## src/rtl/fwd_hazard_unit.sv

```systemverilog
// Operand forwarding and load-use hazard detection for the EX stage.
// Tracks the last DEPTH post-EX instructions and selects the youngest producer per operand.
module fwd_hazard_unit #(
    parameter int unsigned REG_W     = 5,
    parameter int unsigned DEPTH     = 3,
    parameter logic [3:0]  LOAD_TYPE = 4'd2,
    parameter int unsigned LOAD_LAT  = 2,
    parameter int unsigned SEL_W     = $clog2(DEPTH + 1),
    parameter int unsigned CNT_W     = 16
) (
    input  logic             clk,
    input  logic             rst_n,
    input  logic             exValid,
    input  logic [3:0]       exInstrType,
    input  logic [REG_W-1:0] exRS,
    input  logic [REG_W-1:0] exRT,
    input  logic [REG_W-1:0] exRegDest,
    input  logic             flush,
    output logic [SEL_W-1:0] forwardRS,
    output logic [SEL_W-1:0] forwardRT,
    output logic             stall,
    output logic [CNT_W-1:0] stallCount
);

    typedef struct packed {
        logic             valid;
        logic             writes_reg;
        logic             is_load;
        logic [REG_W-1:0] dest;
    } rec_t;

    rec_t rec [1:DEPTH];
    rec_t ex_rec;

    logic [SEL_W-1:0] sel_rs;
    logic [SEL_W-1:0] sel_rt;
    logic             pend_rs;
    logic             pend_rt;
    logic             ex_uses_rs;
    logic             ex_uses_rt;
    logic             capture;

    function automatic logic dec_writes(input logic [3:0] t);
        return (t <= 4'd2) || (t >= 4'd8);
    endfunction

    function automatic logic dec_uses_rs(input logic [3:0] t);
        return !(t == 4'd4 || t == 4'd5) && !(t >= 4'd9 && t <= 4'd11);
    endfunction

    function automatic logic dec_uses_rt(input logic [3:0] t);
        return (t != 4'd1) && !(t >= 4'd4 && t <= 4'd6) && !(t >= 4'd9 && t <= 4'd11);
    endfunction

    assign ex_uses_rs = dec_uses_rs(exInstrType);
    assign ex_uses_rt = dec_uses_rt(exInstrType);

    always_comb begin
        ex_rec            = '0;
        ex_rec.valid      = 1'b1;
        ex_rec.writes_reg = dec_writes(exInstrType);
        ex_rec.is_load    = (exInstrType == LOAD_TYPE);
        ex_rec.dest       = exRegDest;
    end

    // Scan oldest to youngest so the youngest matching stage overrides.
    always_comb begin
        sel_rs  = '0;
        sel_rt  = '0;
        pend_rs = 1'b0;
        pend_rt = 1'b0;
        for (int unsigned k = DEPTH; k >= 1; k--) begin
            if (exValid && ex_uses_rs && (exRS != '0) && rec[k].valid &&
                rec[k].writes_reg && (rec[k].dest == exRS)) begin
                sel_rs  = SEL_W'(k);
                pend_rs = rec[k].is_load && (k < LOAD_LAT);
            end
            if (exValid && ex_uses_rt && (exRT != '0) && rec[k].valid &&
                rec[k].writes_reg && (rec[k].dest == exRT)) begin
                sel_rt  = SEL_W'(k);
                pend_rt = rec[k].is_load && (k < LOAD_LAT);
            end
        end
    end

    // Flush and reset override everything; a stall hides both forward selects.
    assign stall     = rst_n && !flush && (pend_rs || pend_rt);
    assign forwardRS = (!rst_n || flush || stall) ? '0 : sel_rs;
    assign forwardRT = (!rst_n || flush || stall) ? '0 : sel_rt;
    assign capture   = exValid && !stall && !flush;

    // In-flight record shift register; older stages always advance.
    always_ff @(posedge clk or negedge rst_n) begin
        if (!rst_n) begin
            for (int unsigned k = 1; k <= DEPTH; k++) begin
                rec[k] <= '0;
            end
        end else begin
            rec[1] <= capture ? ex_rec : '0;
            for (int unsigned k = 2; k <= DEPTH; k++) begin
                rec[k] <= rec[k-1];
            end
        end
    end

    // Saturating stall-cycle counter.
    always_ff @(posedge clk or negedge rst_n) begin
        if (!rst_n) begin
            stallCount <= '0;
        end else if (stall && (stallCount != {CNT_W{1'b1}})) begin
            stallCount <= stallCount + CNT_W'(1);
        end
    end

endmodule

```

## config.mk

```make
export PLATFORM = sky130hd
export DESIGN_NAME = fwd_hazard_unit
export DESIGN_NICKNAME = d
export VERILOG_FILES = /design/src/rtl/fwd_hazard_unit.sv
export SDC_FILE = /design/constraint.sdc
export NUM_CORES = 1
export LEC_CHECK = 0
export CORE_ASPECT_RATIO = 1.1
export CORE_UTILIZATION = 45
export CTS_CLUSTER_SIZE = 16
export DETAILED_ROUTE_END_ITERATION = 8
export PLACE_DENSITY = 0.78
export SETUP_SLACK_MARGIN = 0.3
export SYNTH_ARGS = -nofsm -noshare
export SYNTH_HDL_FRONTEND = slang
export SYNTH_SLANG_ARGS = --single-unit
```

## constraint.sdc

```tcl
create_clock -name clk -period 2.6 [get_ports clk]
set_clock_uncertainty 0.05 [all_clocks]
set_input_delay 0.65 -clock clk [delete_from_list [all_inputs] [get_ports clk]]
set_output_delay 0.65 -clock clk [all_outputs]
set_load 0.01 [all_outputs]
```

==> impl_metrics.yaml <==
power_and_ir_drop:
  swShare: 0.244
  finalPower_mw: 1.22
  pwr-share-seq: 0.507
  ir_worst_vdd_mv: 0.272
  leakagePower_nw: 1.26
  switchingPower_mw: 0.297
  power.share.clock: 0.338
  pwr-share-comb: 0.156
  intPower_mw: 0.920
  p_per_area_mw_per_mm2: 420
cts:
  cts_tree: "yes"
  clockBufferDepth: 2
  cts_buffers: 5
  hold_buffers: 0
  numClockSinks: 38
  clkTransAtPathRegs_ns: 0.07
  cts_root_buf: "clkbuf_8"
  htreeDepth: 2
  clock_latency_ns: 0.28
drt:
  first_pass_iters: 4
  drc_errors: 0
  wl_um: 5040
  ant_nets: 0
  drt_iter0_markers: 45
  wl_per_cell_um: 16.2
  num_vias: 1618
  vias_per_cell: 5.20
floorplanning:
  initial_utilization: 0.480
  die_x_um: 64.5
  pin_count: 44
  core_mm2: 0.00402
  dieArea_mm2: 0.00456
  die_y_um: 70.7
  rows: 24
sta:
  whs_ns: 0.318
  max_freq_mhz: 349
  relSlewSlack: 0.662
  max_slew.worst_pin.slew_ns: 0.507
  setup_viol: 5
  fin_ws_ns: -0.262
  rsz0062_at_grt: "yes"
  slew_violations: 0
  hold_viol_final: 0
  period_needed_ns: 2.86
  min_period_over_period: 1.10
global_route:
  globalRouteTotalUtil: 0.224
  grt_pass1_wl_um: 7650
  grt_max_degree: 40
  grt-ovfl-total: 0
  first_global_vias: 1608
  antenna_found_initial: 0
yosys:
  syn-num-nets: 202
  synth_cell_type_count: 35
  syn_inst: 178
  yosysTopAreaCell: "dfrtp_1"
  ys_ff_latch: 38
  synthFlopType: "dfrtp_1"
  synth.area.top_cells: "dfrtp_1 49%, xnor2_1 15%, xor2_1 5.4%, nand4_1 4.2%, and2_1 2.3%"
  synth_edf_count: 0
  synth_warnings: 0
  synth.top_cell.area_share: 0.493
  yosysSeqAreaShare: 0.493
  ys_async_sr_fraction: 1.00
  syn_area_mm2: 0.00193
  syn_area_per_cell_um2: 10.8
layout:
  drive_above_1_share: 0.336
  area_delta_synth_final_pct: 50.2
  insertedDiodeCount: 0
  multi_input_area_mm2: 0.00112
  nFillCells: 310
  ff_latch_area_um2: 951
  nNetsFinal: 282
min_path:
  hp-class: "reg2reg"
critical_path:
  cp.arrival_ns: 2.16
  endpoint_kind: "output pin"
  crit_path_max_fanout: 4
  path_class: "in2out"
  start_kind: "input pin"
  worstPathRequired_ns: 1.90
placement:
  place_congestion: 0.785
  port-buffer-count: 43
  dp.final_hpwl_um: 3340
status:
  outcome: "complete, but fails checks"
  violations: "negative setup slack"
job:
  max_cap_viol_count: 0
per-layer routing:
metal  up-vias  track usage  routed length [um]
met5         -            0                   0
met4         0       0.0667                  46
met3         4       0.0435                 209
met2        40        0.375                2660
met1       796        0.293                2130
li1        778            -                   -
worst max-delay path, stage by stage:
cell and delay, ns:
buf_8 0.10, or4_4 0.54, nor2_4 0.10, a211o_4 0.13, o22ai_4 0.07, a21o_4 0.23, nor3b_2 0.17, buf_2 0.16
cells in the mapped netlist (all sizes together), types with 2 or more instances:
| library cell | count |
|---|---|
| a211o | 2 |
| a21oi | 4 |
| and2 | 8 |
| and3 | 6 |
| clkbuf | 2 |
| dfrtp | 38 |
| nand2 | 8 |
| nand2b | 5 |
| nand3 | 7 |
| nand3b | 2 |
| nand4 | 13 |
| nor2 | 11 |
| nor3 | 3 |
| nor4 | 4 |
| o21ai | 3 |
| or2 | 2 |
| xnor2 | 33 |
| xor2 | 12 |
sequential cells by signal (all words and copies together), names as in the netlist:
name,flops
rec,22
stallCount,16
metrics by stage:
stage	cell area, um^2	utilization	setup TNS (ns)	std cells	worst slack, ns
global route	2900	0.720	-1.24	311	-0.297
global placement	2600	0.647	-8.64	295	-0.983
CTS	2770	0.687	-0.989	308	-0.304
finish	2900	0.720	-0.988	311	-0.262
detailed placement	2600	0.647	-9.80	295	-1.05
floorplan	1940	-	-0.0320	178	-0.0180
worst paths after layout:
check                              from           end  slack [ns]  cells after the start
worst max-delay path            exRS[4]  forwardRT[1]       -0.26                      8
worst min-delay path            rec[23]       rec[15]        0.32                      0
worst max register to register  rec[20]       rec[21]        0.46                      7
worst min register to register  rec[23]       rec[15]        0.32                      0
max in group asynchronous         rst_n       rec[23]        1.75                      2
min in group asynchronous         rst_n       rec[19]        0.41                      2
logic make-up after synthesis:
| group | after synthesis | share of synthesized area |
|---|---|---|
| xor gates and xnor gates | 45 | 0.204 |
| AOI/OAI and AO/OA | 15 | 0.0668 |
| and+or+nand+nor | 74 | 0.216 |
| muxes | 1 | 0.00583 |
| DFF | 38 | 0.493 |
| buffers and inverters | 4 | 0.00842 |
| adders and majority gates | 1 | 0.00648 |
cells in the final DEF (no fill, tap or decap), types with 3 or more instances in the layout:
| master | instances |
|---|---|
| buf_8 | 3 |
| and2_1 | 7 |
| xnor2_1 | 32 |
| dfrtp_1 | 38 |
| buf_6 | 11 |
| nand3_1 | 7 |
| clkdlybuf4s50_1 | 22 |
| buf_2 | 9 |
| nand2_1 | 8 |
| and3_1 | 6 |
| nor2_1 | 8 |
| nand4_1 | 13 |
| nor3_2 | 3 |
| buf_4 | 29 |
| clkbuf_8 | 6 |
| xor2_1 | 12 |
| nand2b_4 | 4 |
cell type report:
cell class	count	area share
clock buffer	6	0.0285
timing repair buffer	76	0.230
sequential	38	0.328
clock inverter	2	0.00432
tap	52	0.0224
inverter	1	0.00129
multi-input combinational	136	0.386
power by group through the flow:
stage / logic [mW] / registers, mW / clock network (mW)
5_1_grt: 0.203 / 0.618 / 0.444
3_3_place_gp: 0.148 / 0.627 / 0
6_report: 0.189 / 0.616 / 0.411
3_5_place_dp: 0.151 / 0.628 / 0
4_1_cts: 0.165 / 0.616 / 0.419
2_1_floorplan: 0.0556 / 0.625 / 0
timing repair:
item | in CTS | in global routing
setup endpoints to repair | 29 | 12
pin swaps | 21 | 17
buffers inserted | 5 | 3
gates resized for setup | 92 | 37
No activity file was read; power rests on OpenSTA's default activity.
